$ cat src/rtl/fin_meas.sv
// Reference-period meter: counts dco_clk cycles between fin rising edges, with glitch
// rejection and loss-of-reference flag. Define FIN_MEAS_AVG_EN for a 4-period averager.
module fin_meas #(
  parameter int CNT_W       = 16,
  parameter int SYNC_STAGES = 2,
  parameter int MIN_P       = 4
) (
  input  logic             dco_clk,
  input  logic             rst_n,
  input  logic             fin,
  output logic [CNT_W-1:0] fin_w,
  output logic             fin_vld,
  output logic             fin_ovf
);

  typedef enum logic [1:0] {IDLE, COUNT, LOST} state_t;

  localparam logic [CNT_W-1:0] CNT_MAX = {CNT_W{1'b1}};
  localparam logic [CNT_W-1:0] MIN_C   = CNT_W'(MIN_P);

  state_t                 state, state_n;
  logic [CNT_W-1:0]       cnt, cnt_n;
  logic [SYNC_STAGES-1:0] sync;
  logic                   hist;
  logic                   edge_det;
  logic                   meas;
  logic                   lost;

  always_ff @(posedge dco_clk) begin
    if (!rst_n) begin
      sync <= '0;
      hist <= 1'b0;
    end else begin
      sync <= {sync[SYNC_STAGES-2:0], fin};
      hist <= sync[SYNC_STAGES-1];
    end
  end

  assign edge_det = sync[SYNC_STAGES-1] & ~hist;

  always_ff @(posedge dco_clk) begin
    if (!rst_n) begin
      state <= IDLE;
      cnt   <= '0;
    end else begin
      state <= state_n;
      cnt   <= cnt_n;
    end
  end

  // Edge wins over overflow, so a period of exactly CNT_MAX is still a measurement.
  always_comb begin
    state_n = state;
    cnt_n   = cnt;
    meas    = 1'b0;
    lost    = 1'b0;
    case (state)
      IDLE, LOST: begin
        if (edge_det) begin
          cnt_n   = CNT_W'(1);
          state_n = COUNT;
        end
      end
      COUNT: begin
        if (edge_det && cnt >= MIN_C) begin
          meas  = 1'b1;
          cnt_n = CNT_W'(1);
        end else if (cnt == CNT_MAX) begin
          lost    = 1'b1;
          state_n = LOST;
        end else begin
          cnt_n = cnt + CNT_W'(1);
        end
      end
      default: state_n = IDLE;
    endcase
  end

`ifdef FIN_MEAS_AVG_EN
  logic [CNT_W+1:0] sum;
  logic [CNT_W+1:0] sum_n;
  logic [1:0]       phase;

  assign sum_n = sum + {2'b00, cnt};

  always_ff @(posedge dco_clk) begin
    if (!rst_n) begin
      fin_w   <= '0;
      fin_vld <= 1'b0;
      fin_ovf <= 1'b0;
      sum     <= '0;
      phase   <= '0;
    end else begin
      fin_vld <= 1'b0;
      if (meas) begin
        if (phase == 2'd3) begin
          fin_w   <= sum_n[CNT_W+1:2];
          fin_vld <= 1'b1;
          fin_ovf <= 1'b0;
          sum     <= '0;
          phase   <= '0;
        end else begin
          sum   <= sum_n;
          phase <= phase + 2'd1;
        end
      end else if (lost || state == IDLE) begin
        if (lost) begin
          fin_w   <= CNT_MAX;
          fin_ovf <= 1'b1;
        end
        sum   <= '0;
        phase <= '0;
      end
    end
  end
`else
  always_ff @(posedge dco_clk) begin
    if (!rst_n) begin
      fin_w   <= '0;
      fin_vld <= 1'b0;
      fin_ovf <= 1'b0;
    end else begin
      fin_vld <= 1'b0;
      if (meas) begin
        fin_w   <= cnt;
        fin_vld <= 1'b1;
        fin_ovf <= 1'b0;
      end else if (lost) begin
        fin_w   <= CNT_MAX;
        fin_ovf <= 1'b1;
      end
    end
  end
`endif

endmodule

$ cat config.mk
export PLATFORM = sky130hd
export DESIGN_NAME = fin_meas
export DESIGN_NICKNAME = d
export VERILOG_FILES = /design/src/rtl/fin_meas.sv
export SDC_FILE = /design/constraint.sdc
export NUM_CORES = 1
export LEC_CHECK = 0
export CAP_MARGIN = 5
export CELL_PAD_IN_SITES_DETAIL_PLACEMENT = 0
export CELL_PAD_IN_SITES_GLOBAL_PLACEMENT = 1
export CORE_MARGIN = 4
export CORE_UTILIZATION = 44
export DETAILED_ROUTE_END_ITERATION = 8
export DONT_BUFFER_PORTS = 1
export GPL_TIMING_DRIVEN = 0
export PLACE_DENSITY = 0.84
export SETUP_SLACK_MARGIN = 0.5
export SYNTH_ARGS = -nofsm -noshare
export SYNTH_HDL_FRONTEND = slang
export SYNTH_SLANG_ARGS = --single-unit
$ cat constraint.sdc
create_clock -name dco_clk -period 1.9 [get_ports dco_clk]
set_input_delay 0.285 -clock dco_clk [delete_from_list [all_inputs] [get_ports dco_clk]]
set_output_delay 0.285 -clock dco_clk [all_outputs]
set_load 0.05 [all_outputs]
Yosys cells after proc, flatten, opt, wreduce, memory -nomap -nowiden --
Index checks and enable logic that the tools add are counted.
Word-level totals: flip-flop bits (word level) 39, latch bits 0, memory bits (writable) 0, ROM bits 0, input port bits 3, output and inout bits 18, word-level logic and storage cells 43, memories 0
Cells by class: add/sub/neg operators 1, multipliers 0, div/mod/pow operators 0, order comparisons 1, equal/unequal tests 7, shift operators 0, multiplexer cells 16, bitwise gates (word level) 3, reduce and logical (&&, ||, !) cells 8
Operators with widths (number):
- 16-bit two-way mux | 5
- 16-bit one-hot mux with 2 select lines | 1
- 16-bit by 1-bit adder with 16-bit output, second input constant | 1
- 16-bit == test, second input constant | 1
- 16-bit by 3-bit greater-or-equal comparator with 1-bit output, second input constant | 1
- 1-bit two-way mux | 6
- 2-bit two-way mux | 3
- 2-bit != test, second input constant | 3
- 3-bit AND reduction | 2
- 2-bit one-hot mux with 2 select lines | 1
- 2-bit nonzero test | 2
- 2-bit OR reduction | 2
- 3-bit != test, second input constant | 1
- 2-bit by 1-bit == test with 1-bit output, second input constant | 1
- 2-bit == test, second input constant | 1
- 2-bit logical NOT | 1
- 1-bit NOT | 2
- 1-bit AND | 1
- 1-bit logical AND | 1

Depth between registers and ports, before layout --
Gate-level depths: netlist of the first run.
depth in word-level cells 7, depth in mapped cells 8, gate-level depth less buffers 6

Worst setup path after synthesis of the first run --
No wires, ideal clock.
path type register to register, start point register cnt[0], end point register cnt[0], library setup time 116 ps, arrival time 1795 ps, required time 1784 ps, slack -11 ps, cell stages (with the launch flop) 7, buffers on the path 0, period minus slack after synthesis 1911 ps, cell sequence dfxtp_1 -> ha_1 -> nand2_1 -> or3_4 -> o31ai_4 -> nand2_1 -> o211a_1
Between the ends: word-level cells in the longest chain between the ends 4, elaborated cells on any way between the ends 9, classes of those cells 1 x add/sub; 1 x order compare; 2 x eq/ne; 3 x mux; 2 x reduce/logical
RTL lines:
- start, declared | line 22 | logic [CNT_W-1:0] cnt, cnt_n;
- start signal, assigned | line 47 | cnt <= cnt_n;
- 16-bit by 1-bit adder with 16-bit output or 16-bit by 3-bit greater-or-equal comparator with 1-bit output (tied branches) | line 72, 65
- 16-bit two-way mux or 1-bit logical AND (tied branches) | line 68, 65
- 16-bit two-way mux or 3-bit != test (tied branches)
- 16-bit one-hot mux with 2 select lines or 3-bit AND reduction (tied branches)
Several ways; a longest one is shown, not always the timed one. The select of a mux whose other input is x is not followed. A chain may end at the register's enable or synchronous reset.

Final worst setup path of the first run --
start point register cnt[7], end point register fin_w[15]
Between the ends: word-level cells in the longest chain between the ends 5, elaborated cells on any way between the ends 10, classes of those cells 1 x order compare; 1 x eq/ne; 6 x mux; 2 x reduce/logical
RTL lines:
- 16-bit by 3-bit greater-or-equal comparator with 1-bit output or 16-bit == test (tied branches) | line 65, 68
- 1-bit logical AND or 1-bit two-way mux (tied branches) | line 65, 68
- 1-bit two-way mux | line 65 | if (edge_det && cnt >= MIN_C) begin
- 1-bit two-way mux | line 57 | case (state)
- 16-bit two-way mux or 2-bit nonzero test (tied branches)
- end signal, assigned | line 125 | fin_w <= cnt;
- end, declared | line 11 | output logic [CNT_W-1:0] fin_w,
Several ways; a longest one is shown, not always the timed one.

==> results of run 1 <==
worst register-to-register path: cells and delay by family (launching register included):
kind / cells / cell delay (ns)
simple gates: 3 / 0.58
flops: 1 / 0.32
buf+inv: 3 / 0.48
compound gates: 2 / 0.39
cell type report:
cell class              instances  area (um^2)  share of cell area [%]
clock buffers                   7         97.6                    3.66
clock inverters                 1         30.0                    1.13
multi-input cells             120         1150                    43.1
inverters                      10         37.5                    1.41
well taps                      50         62.6                    2.34
plain buffers                  16          158                    5.91
repair buffers                 35          327                    12.2
flip-flops and latches         39          806                    30.2
registers in the layout, summed over array words and instances, names as in the netlist:
name / flops
fin_ovf: 1
hist: 1
cnt: 16
fin_vld: 1
fin_w: 16
sync: 2
state: 2
Yosys cell counts (3+ instances only):
| library cell | number | area (um^2) |
|---|---|---|
| a22o_1 | 3 | 26.3 |
| a22oi_1 | 12 | 90.1 |
| and2_1 | 4 | 25.0 |
| buf_2 | 4 | 20.0 |
| buf_4 | 5 | 37.5 |
| buf_6 | 3 | 33.8 |
| clkbuf_1 | 4 | 15.0 |
| dfxtp_1 | 39 | 781 |
| inv_1 | 10 | 37.5 |
| mux2i_1 | 9 | 90.1 |
| nand2_1 | 12 | 45.0 |
| nand3_1 | 12 | 60.1 |
| nand4_1 | 5 | 31.3 |
| nor2_1 | 6 | 22.5 |
| nor2b_1 | 3 | 18.8 |
| nor3_1 | 4 | 20.0 |
| nor4_1 | 3 | 18.8 |
| o221a_2 | 16 | 180 |
| or3_1 | 3 | 18.8 |
per-stage QoR:
stage | area, um^2 | cells | TNS [ns] | total power [mW]
CTS | 2570 | 275 | 0 | 1.73
detailed placement | 2110 | 235 | -0.00172 | 0.936
global placement | 2110 | 235 | 0 | 0.934
floorplan | 2040 | 185 | 0 | 0.919
finish | 2670 | 278 | 0 | 1.75
global route | 2670 | 278 | -0.802 | 1.79
power groups by stage:
stage | combinational (mW) | sequential, mW | clock (mW)
6_report | 0.149 | 0.823 | 0.775
5_1_grt | 0.160 | 0.824 | 0.809
4_1_cts | 0.134 | 0.823 | 0.776
3_5_place_dp | 0.0890 | 0.847 | 0
3_3_place_gp | 0.0868 | 0.847 | 0
2_1_floorplan | 0.0740 | 0.845 | 0
what timing repair did:
action | in CTS | in global routing
gates resized for setup | 26 | 17
setup buffers | 29 | 2
pin swaps | 18 | 12
endpoints found under the hold margin | 0 | 0
cloned | 3 | 1
endpoints found under the setup margin | 36 | 36
cell usage in the layout (no fill, tap or decap), drive strengths merged, types with 2 or more instances in the layout:
| master | count |
|---|---|
| a22o | 3 |
| o21ai | 4 |
| nor2 | 6 |
| mux2i | 9 |
| nor4 | 4 |
| inv | 10 |
| nand3 | 13 |
| nand2 | 12 |
| nor3 | 4 |
| a22oi | 12 |
| ha | 2 |
| nand4 | 7 |
| clkbuf | 11 |
| nor2b | 3 |
| o211a | 2 |
| buf | 47 |
| or3 | 4 |
| and2 | 4 |
| dfxtp | 39 |
| o221a | 16 |
| nand3b | 2 |
how the worst min path moves through the flow:
stage / end / depth (start not counted) / slack (ns) / start
floorplan: sync[0] / 1 / 0.41 / rst_n
global placement: state[0] / 1 / 0.41 / rst_n
detailed placement: sync[0] / 1 / 0.41 / rst_n
CTS: hist / 1 / 0.11 / rst_n
global route: hist / 1 / 0.11 / rst_n
finish: hist / 1 / 0.11 / rst_n
cell families (layout without fill, tap and decap cells):
| group | count (synthesis) | after routing | share of synthesized area, % |
|---|---|---|---|
| AND/OR/NAND/NOR | 65 | 65 | 21.4 |
| buffers and inverters | 26 | 69 | 7.71 |
| AO/OA/AOI/OAI | 44 | 44 | 22.9 |
| adder cells (fa/ha/maj) | 2 | 2 | 1.34 |
| multiplexers | 9 | 9 | 4.83 |
| flip-flops | 39 | 39 | 41.9 |
metal layers:
metal,vias up,GRT usage (%),share of wire (%)
li1,784,-,-
met2,72,36.0,50
met1,837,26.7,41
met3,10,5.37,6.3
met5,-,0,0
met4,0,8.40,2.3
==> results.toml, run 1 <==
[outcome]
status = "complete, no violations"

[worst_setup_path]
setup.worst_path.start = "cnt[7]"
slowest_stage = "dfxtp_2"
max_stage_delay_ns = 0.32
critPathKind = "reg2reg"
crit_path_end_kind = "flip-flop"
crit_chain = "buf_6 -> nor4_4 -> nand4_4 -> buf_4 -> nand2_2 -> a21oi_4 -> buf_6 -> o221a_2"
r2r_setup_slack_ns = 0.03
reg2reg_from = "cnt[7]"
crit_path_max_fanout = 10
critPathTopFamily = "simple AND/OR/NAND/NOR gates"
arrival_ns = 2.06
crit_top_cell = "buf_6"
critical_path_required_ns = 2.09
endpoint = "fin_w[15]"
critical_path_buf_inv_count = 3
timing.rr.end = "fin_w[15]"
worst-path-stages = 8
reg2reg_depth = 8
start_kind = "flip-flop"

[die]
die-height_um = 73.1
die_w_um = 73.1
io_pins = 21
dieArea_um2 = 5350
core-area_um2 = 4060
rows = 23
start_util_pct = 46.0

[placed_design]
dp_hpwl_mm = 3.10
port_buffers = 0
dpl_worst_slack_ns = -0.00172
gp_congestion = 0.847

[power]
power_density_nw_per_um2 = 655
p_sw_share_pct = 21.7
internal-power_mw = 1.37
peakVddDrop_v = 0.000357
seqPwrFrac_pct = 47.1
p_leak_nw = 1.02
pwr-share-comb_pct = 8.5
clockPowerShare_pct = 44.4
p_sw_mw = 0.380

[route]
via_per_inst = 6.13
firstDrtPassIters = 4
drc = 0
drtAntennaViolNets = 0
drt-initial-drc-count = 130
wl_mm = 5.59
wl_per_cell_um = 20.1
via_count = 1703

[final_layout]
nets = 232
syn2layout_area_growth_pct = 43.1
nFillCells = 290
drive_gt1_share_pct = 52.2
postLayoutCoreUtil_pct = 65.8
antenna_cells = 0

[global_routing]
track_usage_pct = 21.7
grt_pass1_wl_mm = 8.83
antenna_found_initial = 0
grt_pass1_vias = 1706
grt_max_degree = 13
grt_overflow_total = 0

[timing]
fin_ws_ns = 0.0260
post-route-period-util_pct = 98.6
skew_ns = 0.00743
rsz0062_at_grt = "true"
whs_ns = 0.115
setup_viol = 0
max_freq_mhz = 534
slew_headroom_pct = 63.7
final-max-slew-violation-count = 0
fin_crit_ns = 1.87
hold_viol = 0
worst_pin_slew_ns = 0.544

[clock_tree]
cts_max_level = 2
cts_tree = "yes"
cts-hold-fix-buffers = 0
cts_buffer_depth = 2
clkLatencyLatePin_ns = 0.30
clk_pin_slew_ns = 0.08
cts_root_buffer = "clkbuf_8"
numCtsBuffers = 5
cts_sinks = 39

[yosys]
syn_area_um2 = 1870
avgSynthCellArea_um2 = 10.1
yosysSeqAreaShare_pct = 41.9
synthCells = 185
synthArstFlopShare_pct = 0
synth_warnings = 0
synth-seq-cells = 39
synth_edf_count = 0
synth-main-ff-cell = "dfxtp_1"
syn-num-nets = 190
ys_types = 41

[hold_path]
hp-class = "in2reg"

[flow_run]
drv_cap = 0
No activity file was read; power rests on OpenSTA's default activity.
==> run 2: changes to the inputs <==
--- a/config.mk
+++ b/config.mk
@@ -14,7 +14,7 @@
 export DONT_BUFFER_PORTS = 1
 export GPL_TIMING_DRIVEN = 0
 export PLACE_DENSITY = 0.84
-export SETUP_SLACK_MARGIN = 0.5
+export SETUP_SLACK_MARGIN = 0.05
 export SYNTH_ARGS = -nofsm -noshare
 export SYNTH_HDL_FRONTEND = slang
 export SYNTH_SLANG_ARGS = --single-unit
==> results.toml, run 2 (synthesis results as in run 1) <==
[global_routing]
grt-busiest-layer = "met2"
use_met3_pct = 6.34
track_usage_pct = 18.7
antenna_found_initial = 0
grt_max_degree = 13
grtUsageMet1_pct = 21.4
grt_overflow_total = 0
grt_use_met2_pct = 31.6
grt_pass1_wl_mm = 7.68
grt_pass1_vias = 1590

[timing]
fin_crit_ns = 1.85
rsz0062_at_grt = "true"
hold_viol = 0
skew_ns = 0.0102
worst_pin_slew_ns = 0.541
max_freq_mhz = 541
final-max-slew-violation-count = 0
slew_headroom_pct = 63.9
post-route-period-util_pct = 97.3
setup_viol = 0

[die]
die-height_um = 73.1
die_w_um = 73.1
core-area_um2 = 4060
io_pins = 21
dieArea_um2 = 5350
start_util_pct = 46.0
rows = 23

[route]
drt-initial-drc-count = 155
firstDrtPassIters = 4
via_count = 1644
via_per_inst = 6.11
wl_per_cell_um = 19.1
drtAntennaViolNets = 0
wl_mm = 5.13
drc = 0

[clock_tree]
numCtsBuffers = 5
clk_pin_slew_ns = 0.08
cts_tree = "yes"
cts_root_buffer = "clkbuf_8"
cts_max_level = 2
cts_buffer_depth = 2
clkLatencyLatePin_ns = 0.30
cts_sinks = 39

[final_layout]
layout.cells.non_filler = 269
final_common_cell = "dfxtp_1"
antenna_cells = 0
syn2layout_area_growth_pct = 33.1
final_cell_mix = "dfxtp_1, buf_4, o221a_2"
nets = 223
nFillCells = 316
reg_top3 = "cnt x16, fin_w x16"
multiInputGateArea_um2 = 1060
ff_latch_area_um2 = 813
drive_gt1_share_pct = 45.7

[worst_setup_path]
start_kind = "flip-flop"
max_stage_delay_ns = 0.41
slowest_stage = "a311oi_4"
critical_path_buf_inv_count = 1
crit_path_max_fanout = 10
r2r_setup_slack_ns = 0.05
arrival_ns = 2.07
critPathKind = "reg2reg"
critical_path_required_ns = 2.12
crit_chain = "nor4_4 -> nand4_2 -> a311oi_4 -> buf_6 -> a22oi_1 -> mux2i_1"
crit_path_end_kind = "flip-flop"
critPathTopFamily = "compound AO/OA/AOI/OAI gates"

[placed_design]
gp_congestion = 0.834
placed_cells = 235
dp_hpwl_mm = 3.05
port_buffers = 0

[outcome]
status = "complete, no violations"

[power]
p_total_mw = 1.76
peakVddDrop_v = 0.000359
p_leak_nw = 0.967
power_density_nw_per_um2 = 708

[hold_path]
hp-class = "in2reg"

[flow_run]
drv_cap = 0
run 2: changes by cell type in the layout (fill, tap and decap cells not counted), sizes merged:
cell | before | now
clkbuf | 11 | 10
bufinv | 1 | 2
buf | 47 | 38
run 2: per-stage QoR:
stage               setup slack (ns)  util, %  cell area (um^2)  hold slack [ns]  setup TNS [ns]
floorplan                     0.0582        -              1870            0.407               0
global placement              -0.241     47.5              1930            0.408           -5.34
detailed placement            -0.289     47.5              1930            0.422           -6.52
CTS                           0.0567     55.6              2260            0.114               0
global route                 0.00107     61.2              2480            0.110               0
finish                        0.0516     61.2              2480            0.119               0
run 2: final timing paths:
path                            startpoint        to  cells after the start
worst max-delay path               cnt[11]   cnt[15]                      6
worst min-delay path                 rst_n  state[0]                      1
worst max register to register     cnt[11]   cnt[15]                      6
worst min register to register     sync[1]      hist                      1
run 2: layer usage:
metal	wire (um)	vias up	share of wire, %
met5	0	-	0
met4	93	0	1.8
met3	279	9	5.4
met2	2610	54	51
met1	2150	816	42
li1	-	765	-
run 2: layout make-up:
class	instances	share of cell area, %
clock inverter	2	2.42
multi-input combinational	120	42.7
clock buffer	6	2.92
inverter	10	1.51
tap	50	2.52
sequential	39	32.8
timing repair buffer	29	10.6
buffer	13	4.54
run 2: timing repair:
action / in CTS / in global routing
hold buffers: 0 / 0
resized for setup: 25 / 33
pin swaps: 8 / 11
setup buffers: 13 / 14
endpoints found under the setup margin: 36 / 30
cloned: 1 / 1
hold endpoints to repair: 0 / 0
run 2: where the power goes:
group          total, mW  internal (mW)  leakage, nW  switching (mW)
clock              0.819          0.525       0.0654           0.294
combinational      0.118         0.0566        0.578          0.0615
sequential         0.820          0.815        0.324         0.00457
total               1.76           1.40        0.967           0.360
